[src/rtl/bus_pkg.sv]
// Shared state and owner encodings for the two-master bus arbiter.
package bus_pkg;

  typedef enum logic [1:0] {
    IDLE = 2'b00,
    OWN1 = 2'b01,
    OWN2 = 2'b10,
    TURN = 2'b11
  } state_t;

  typedef enum logic [1:0] {
    OWNER_NONE = 2'b00,
    OWNER_M1   = 2'b01,
    OWNER_M2   = 2'b10
  } owner_t;

  function automatic owner_t owner_of(input state_t s);
    case (s)
      OWN1:    return OWNER_M1;
      OWN2:    return OWNER_M2;
      default: return OWNER_NONE;
    endcase
  endfunction

endpackage

[src/rtl/bus_arbiter_if.sv]
// Request/grant bundle between the two bus masters and the arbiter.
interface bus_arbiter_if;
  logic       m1_request;
  logic       m2_request;
  logic       m1_grant;
  logic       m2_grant;
  logic [1:0] bus_owner;
  logic       timeout;

  modport master (output m1_request, m2_request,
                  input  m1_grant, m2_grant, bus_owner, timeout);
  modport slave  (input  m1_request, m2_request,
                  output m1_grant, m2_grant, bus_owner, timeout);
endinterface

[src/rtl/bus_timer.sv]
// Tenure counter: clears outside a tenure, counts up while one runs, saturates at TIMEOUT.
module bus_timer #(
  parameter int TIMEOUT = 15
) (
  input  logic clk,
  input  logic reset,
  input  logic run,
  output logic expire
);
  localparam int CW = (TIMEOUT > 0) ? $clog2(TIMEOUT + 1) : 1;
  localparam logic [CW-1:0] CNT_MAX  = CW'(TIMEOUT);
  localparam logic [CW-1:0] CNT_LAST = CW'((TIMEOUT > 0) ? TIMEOUT - 1 : 0);

  logic [CW-1:0] cnt;

  always_ff @(posedge clk) begin
    if (!reset)              cnt <= '0;
    else if (!run)           cnt <= '0;
    else if (cnt != CNT_MAX) cnt <= cnt + 1'b1;
  end

  // Fires in the last permitted grant cycle so the grant drops on the following edge.
  assign expire = (TIMEOUT != 0) && run && (cnt == CNT_LAST);

endmodule

[src/rtl/bus_arbiter.sv]
// Two-master bus arbiter with tenure timeout and a one-cycle turnaround between owners.
// Define ROUND_ROBIN_EN to break ties in favour of the master that did not own the bus last.
module bus_arbiter
  import bus_pkg::*;
#(
  parameter int TIMEOUT = 15
) (
  input  logic          clk,
  input  logic          reset,
  bus_arbiter_if.slave  bus
);

  state_t state, state_nxt;
  logic   timeout_nxt;
  logic   expire;
  logic   m1_wins_tie;

  bus_timer #(.TIMEOUT(TIMEOUT)) u_timer (
    .clk    (clk),
    .reset  (reset),
    .run    ((state == OWN1) || (state == OWN2)),
    .expire (expire)
  );

`ifdef ROUND_ROBIN_EN
  owner_t last_owner;

  always_ff @(posedge clk) begin
    if (!reset)                 last_owner <= OWNER_M2;
    else if (state_nxt == OWN1) last_owner <= OWNER_M1;
    else if (state_nxt == OWN2) last_owner <= OWNER_M2;
  end

  assign m1_wins_tie = (last_owner != OWNER_M1);
`else
  assign m1_wins_tie = 1'b1;
`endif

  always_comb begin
    state_nxt   = state;
    timeout_nxt = 1'b0;
    case (state)
      IDLE, TURN: begin
        if (bus.m1_request && bus.m2_request) state_nxt = m1_wins_tie ? OWN1 : OWN2;
        else if (bus.m1_request)              state_nxt = OWN1;
        else if (bus.m2_request)              state_nxt = OWN2;
        else                                  state_nxt = IDLE;
      end
      OWN1: begin
        if (!bus.m1_request) state_nxt = TURN;
        else if (expire) begin
          state_nxt   = TURN;
          timeout_nxt = 1'b1;
        end
      end
      OWN2: begin
        if (!bus.m2_request) state_nxt = TURN;
        else if (expire) begin
          state_nxt   = TURN;
          timeout_nxt = 1'b1;
        end
      end
      default: state_nxt = IDLE;
    endcase
  end

  // Outputs are decoded from the next state so grants appear one edge after the request.
  always_ff @(posedge clk) begin
    if (!reset) begin
      state         <= IDLE;
      bus.m1_grant  <= 1'b0;
      bus.m2_grant  <= 1'b0;
      bus.bus_owner <= OWNER_NONE;
      bus.timeout   <= 1'b0;
    end else begin
      state         <= state_nxt;
      bus.m1_grant  <= (state_nxt == OWN1);
      bus.m2_grant  <= (state_nxt == OWN2);
      bus.bus_owner <= owner_of(state_nxt);
      bus.timeout   <= timeout_nxt;
    end
  end

endmodule

[src/flat_wrapper.sv]
// flat-port wrapper written by rule: the top's interface ports become plain ports
module bus_arbiter_flat import bus_pkg::*;
#(
  parameter int TIMEOUT = 15
)
  (clk, reset, bus_m1_request, bus_m2_request, bus_m1_grant, bus_m2_grant, bus_bus_owner, bus_timeout);
  bus_arbiter_if bus_i ();
  input  logic clk;
  input  logic reset;
  input wire logic [$bits(bus_i.m1_request)-1:0] bus_m1_request;
  input wire logic [$bits(bus_i.m2_request)-1:0] bus_m2_request;
  output wire logic [$bits(bus_i.m1_grant)-1:0] bus_m1_grant;
  output wire logic [$bits(bus_i.m2_grant)-1:0] bus_m2_grant;
  output wire logic [$bits(bus_i.bus_owner)-1:0] bus_bus_owner;
  output wire logic [$bits(bus_i.timeout)-1:0] bus_timeout;
  assign bus_i.m1_request = bus_m1_request;
  assign bus_i.m2_request = bus_m2_request;
  assign bus_m1_grant = bus_i.m1_grant;
  assign bus_m2_grant = bus_i.m2_grant;
  assign bus_bus_owner = bus_i.bus_owner;
  assign bus_timeout = bus_i.timeout;
  bus_arbiter #(.TIMEOUT(TIMEOUT)) u_core (.clk(clk), .reset(reset), .bus(bus_i));
endmodule
[config.mk]
export PLATFORM = sky130hd
export DESIGN_NAME = bus_arbiter_flat
export DESIGN_NICKNAME = d
export VERILOG_FILES = /design/src/rtl/bus_pkg.sv /design/src/rtl/bus_arbiter_if.sv /design/src/rtl/bus_timer.sv /design/src/rtl/bus_arbiter.sv /design/src/flat_wrapper.sv
export SDC_FILE = /design/constraint.sdc
export NUM_CORES = 1
export LEC_CHECK = 0
export ABC_AREA = 1
export CAP_MARGIN = 20
export CORE_AREA = 2 2 39 41
export DETAILED_ROUTE_END_ITERATION = 16
export DIE_AREA = 0 0 41 43
export DONT_BUFFER_PORTS = 1
export PLACE_DENSITY = 0.59
export REMOVE_ABC_BUFFERS = 1
export SLEW_MARGIN = 20
export SYNTH_ARGS = -nofsm -noshare
export SYNTH_HDL_FRONTEND = slang
export SYNTH_HIERARCHICAL = 1
export SYNTH_SLANG_ARGS = --single-unit
[constraint.sdc]
create_clock -name clk -period 3.8 [get_ports clk]
set_clock_uncertainty 0.2 [all_clocks]
set_input_delay 1.14 -clock clk [delete_from_list [all_inputs] [get_ports clk]]
set_output_delay 1.14 -clock clk [all_outputs]
set_load 0.02 [all_outputs]
======== Word level (Yosys, flattened, before mapping) ========
Index checks and enable logic that the tools add are counted.
word-level totals
  word-level logic and storage cells ...... 32
  bits in registers ....................... 11
  output and inout port bits .............. 5
  input port bits ......................... 4
operators by class
  eq/ne operators ......................... 7
  reductions and logical operators ........ 6
  muxes and demuxes ....................... 12
  add/sub/neg operators ................... 1
operator list
  kind                                                  number
  two-way mux 2 bit                                     6
  equality test 2 bit (second input constant)           3
  one-hot mux 2 bit (3 select lines)                    1
  adder 4 x 1 -> 4 bit (second input constant)          1
  equality test 2 x 1 -> 1 bit (second input constant)  2
  equality test 4 bit (second input constant)           1
  != test 4 bit (second input constant)                 1
  one-hot mux 2 bit (2 select lines)                    1
  two-way mux 1 bit                                     3
  logical AND 1 bit                                     2
  logical NOT 2 bit                                     1
  one-hot mux 1 bit (2 select lines)                    1
  AND reduction 2 bit                                   1
  OR reduction 2 bit                                    1
  logical OR 1 bit                                      1

======== Longest topological paths before layout ========
  word-level depth ........................ 8
  mapped depth ............................ 13
  depth with buffers taken out ............ 13

======== Modules after synthesis ========
The synthesis kept the hierarchy.
modules (own cells, without submodules)
  module       sequential area each (um^2)  times used  area an instance (um^2)  cells each
  bus_arbiter  100.1                        1           296.5                    40
  bus_timer    80.1                         1           219.0                    33

======== Worst setup path after synthesis ========
OpenSTA, ideal clock, no wires.
  kind .................................... register -> output
  start ................................... register u_core.bus.bus_owner[0]
  end ..................................... output bus_bus_owner[0]
  buffers on the path ..................... 1
  path slack .............................. 1865 ps
  arrival ................................. 595 ps
  cell stages (with the launch flop) ...... 2
  required time ........................... 2460 ps
  path through ............................ dfxtp_1 > buf_4
RTL lines
  what                      line                  source
  start: declaration        bus_arbiter_if.sv:13  output m1_grant, m2_grant, bus_owner, timeout);
  start signal: assignment  bus_arbiter.sv:79     bus.bus_owner <= owner_of(state_nxt);
  end: declaration          flat_wrapper.sv:14    output wire logic [$bits(bus_i.bus_owner)-1:0] bus_bus_owner;
No word-level cell between the ends.

==> results.json <==
{
  "cts_buffers": 3,
  "worstPathArrival_ns": 0.81,
  "io_pins": 9,
  "antenna_found_initial": 0,
  "tritoncts": "built",
  "root_buffer": "clkbuf_4",
  "area_growth_pct": 6.068,
  "outcome": "complete, no violations",
  "antenna_cells": 0,
  "ant_nets": 0,
  "fin_crit_sh": 0.5659,
  "drt_iter0_drc": 4,
  "die_h_um": 43,
  "grt_pass1_vias": 348,
  "overflow": 0,
  "hold_path_class": "flop to flop",
  "avgSynthCellArea_sq_um": 7.062,
  "hold_viol": 0,
  "slew_violations": 0,
  "grt_max_degree": 7,
  "synthCells": 73,
  "drcViolationCount": 0,
  "wl_per_cell_um": 8.747,
  "die_width_um": 41,
  "cp.required_ns": 2.46,
  "grtUsageTotal": 0.1084,
  "post_cts_buffers": 0,
  "dp_hpwl_um": 634.2,
  "nets": 85,
  "clk_pin_slew_ns": 0.06,
  "clkSinkCount": 9,
  "wirelength_um": 796,
  "start_kind": "flop",
  "tightest_slew_ns": 0.3857,
  "critPathMaxFanout": 2,
  "leakagePower_nw": 0.2555,
  "maxCapViolCount": 0,
  "netlist_area_sq_um": 515.5,
  "vias_per_cell": 4.363,
  "grt_pass1_wl_um": 1297,
  "cts.repair.resized": 0,
  "rows": 14,
  "fmax_mhz": 465.0,
  "coreArea_sq_um": 1384,
  "cts_buffer_depth": 2,
  "fin_util": 0.3951,
  "fill_cells": 144,
  "drive_gt1_frac": 0.1867,
  "clock_latency_ns": 0.26,
  "ys_types": 16,
  "cts_hold_repair.buffers": 0,
  "ys_ff_latch": 9,
  "seq_area_frac_synth": 0.3495,
  "tns_ns": 0,
  "htreeDepth": 1,
  "rsz0062_at_grt": "no",
  "vias": 397,
  "drt_pre_antenna_iters": 2,
  "powerDensity_nw_per_um2": 471.1,
  "setup_viol": 0,
  "start_util": 0.3725,
  "gp_congestion": 0.6652,
  "ir_worst_vdd_v": 0.0001893,
  "portBuffers": 0,
  "cp-end-kind": "primary output",
  "worst-setup-path-type": "flop to primary output",
  "fin_crit_ns": 2.150,
  "relSlewSlack": 0.7425,
  "die_area_sq_um": 1763,
  "synth_warnings": 6
}
registers in the layout, summed over array words and instances (netlist names):
| name | cells |
|---|---|
| u_core/bus.timeout | 1 |
| u_core/u_timer/cnt | 4 |
| u_core/bus.bus_owner | 2 |
| u_core/state | 2 |
cells in the final DEF, fill, tap and decap left out:
cell type	count
clkbuf_4	3
nor2_1	10
clkbuf_1	1
dfxtp_1	9
nor4_1	1
nor3_1	2
inv_2	4
o21ai_0	2
ha_1	5
nand2_1	17
nor2_4	2
nand3_2	1
nor2_2	1
nand2_2	3
inv_1	10
nand3_1	3
a21oi_1	1
cells in the mapped netlist:
master   instances  share of area
inv_2            4          0.029
nor2_1          10          0.073
o21ai_0          2          0.019
nand3_2          1          0.019
nor2_2           1          0.012
nand2_2          3          0.036
buf_4            2          0.029
nor4_1           1          0.012
inv_1           10          0.073
nor2_4           2          0.044
dfxtp_1          9           0.35
ha_1             5           0.12
nand3_1          3          0.029
nand2_1         17           0.12
nor3_1           2          0.019
a21oi_1          1         0.0097
power by group:
group	total [mW]	internal, mW	switching [mW]
sequential	0.122	0.105	0.0174
combinational	0.0623	0.0230	0.0393
clock	0.0734	0.0404	0.0330
metal layers:
layer  vias to the layer above  GRT usage  wire length (um)
li1                        220          -                 -
met1                       174     0.1318               395
met5                         -          0                 0
met4                         0    0.06000                 0
met3                         0    0.03141                32
met2                         3     0.1625               368
cells by family (layout without fill, tap and decap cells):
| family | after synthesis | count (layout) | share of synthesized area |
|---|---|---|---|
| and+or+nand+nor | 40 | 40 | 0.3689 |
| AOI/OAI and AO/OA | 3 | 3 | 0.02912 |
| buffers and inverters | 16 | 18 | 0.1311 |
| adders and majority gates | 5 | 5 | 0.1214 |
| DFF | 9 | 9 | 0.3495 |
per-stage QoR:
stage / std cells / cell area [sq um] / power [mW] / hold slack (ns) / setup WS (ns)
4_1_cts: 91 / 546.8 / 0.2619 / 0.3480 / 1.641
3_5_place_dp: 87 / 520.5 / 0.1870 / 0.3371 / 1.926
2_1_floorplan: 71 / 500.5 / 0.1773 / 0.3090 / 1.937
6_report: 91 / 546.8 / 0.2576 / 0.3431 / 1.650
3_3_place_gp: 87 / 520.5 / 0.1863 / 0.3366 / 1.926
5_1_grt: 91 / 546.8 / 0.2765 / 0.3729 / 1.618
path summary, 6_finish.rpt:
check	from	end	slack, ns	cells after the start
max	u_core/bus.bus_owner[1]	bus_m2_grant	1.65	0
min reg2reg	u_core/u_timer/cnt[0]	u_core/u_timer/cnt[0]	0.34	2
max reg2reg	u_core/state[0]	u_core/bus.bus_owner[0]	1.91	13
min	u_core/u_timer/cnt[0]	u_core/u_timer/cnt[0]	0.34	2
area by class of cell:
type                       instances  area [sq um]  share of cell area
inverter                          14         52.55             0.09611
sequential                         9         180.2              0.3295
clock buffer                       4         26.28             0.04805
tap                               16         20.02             0.03661
multi-input combinational         48         267.8              0.4897
Power figures use the tool's default switching activity.
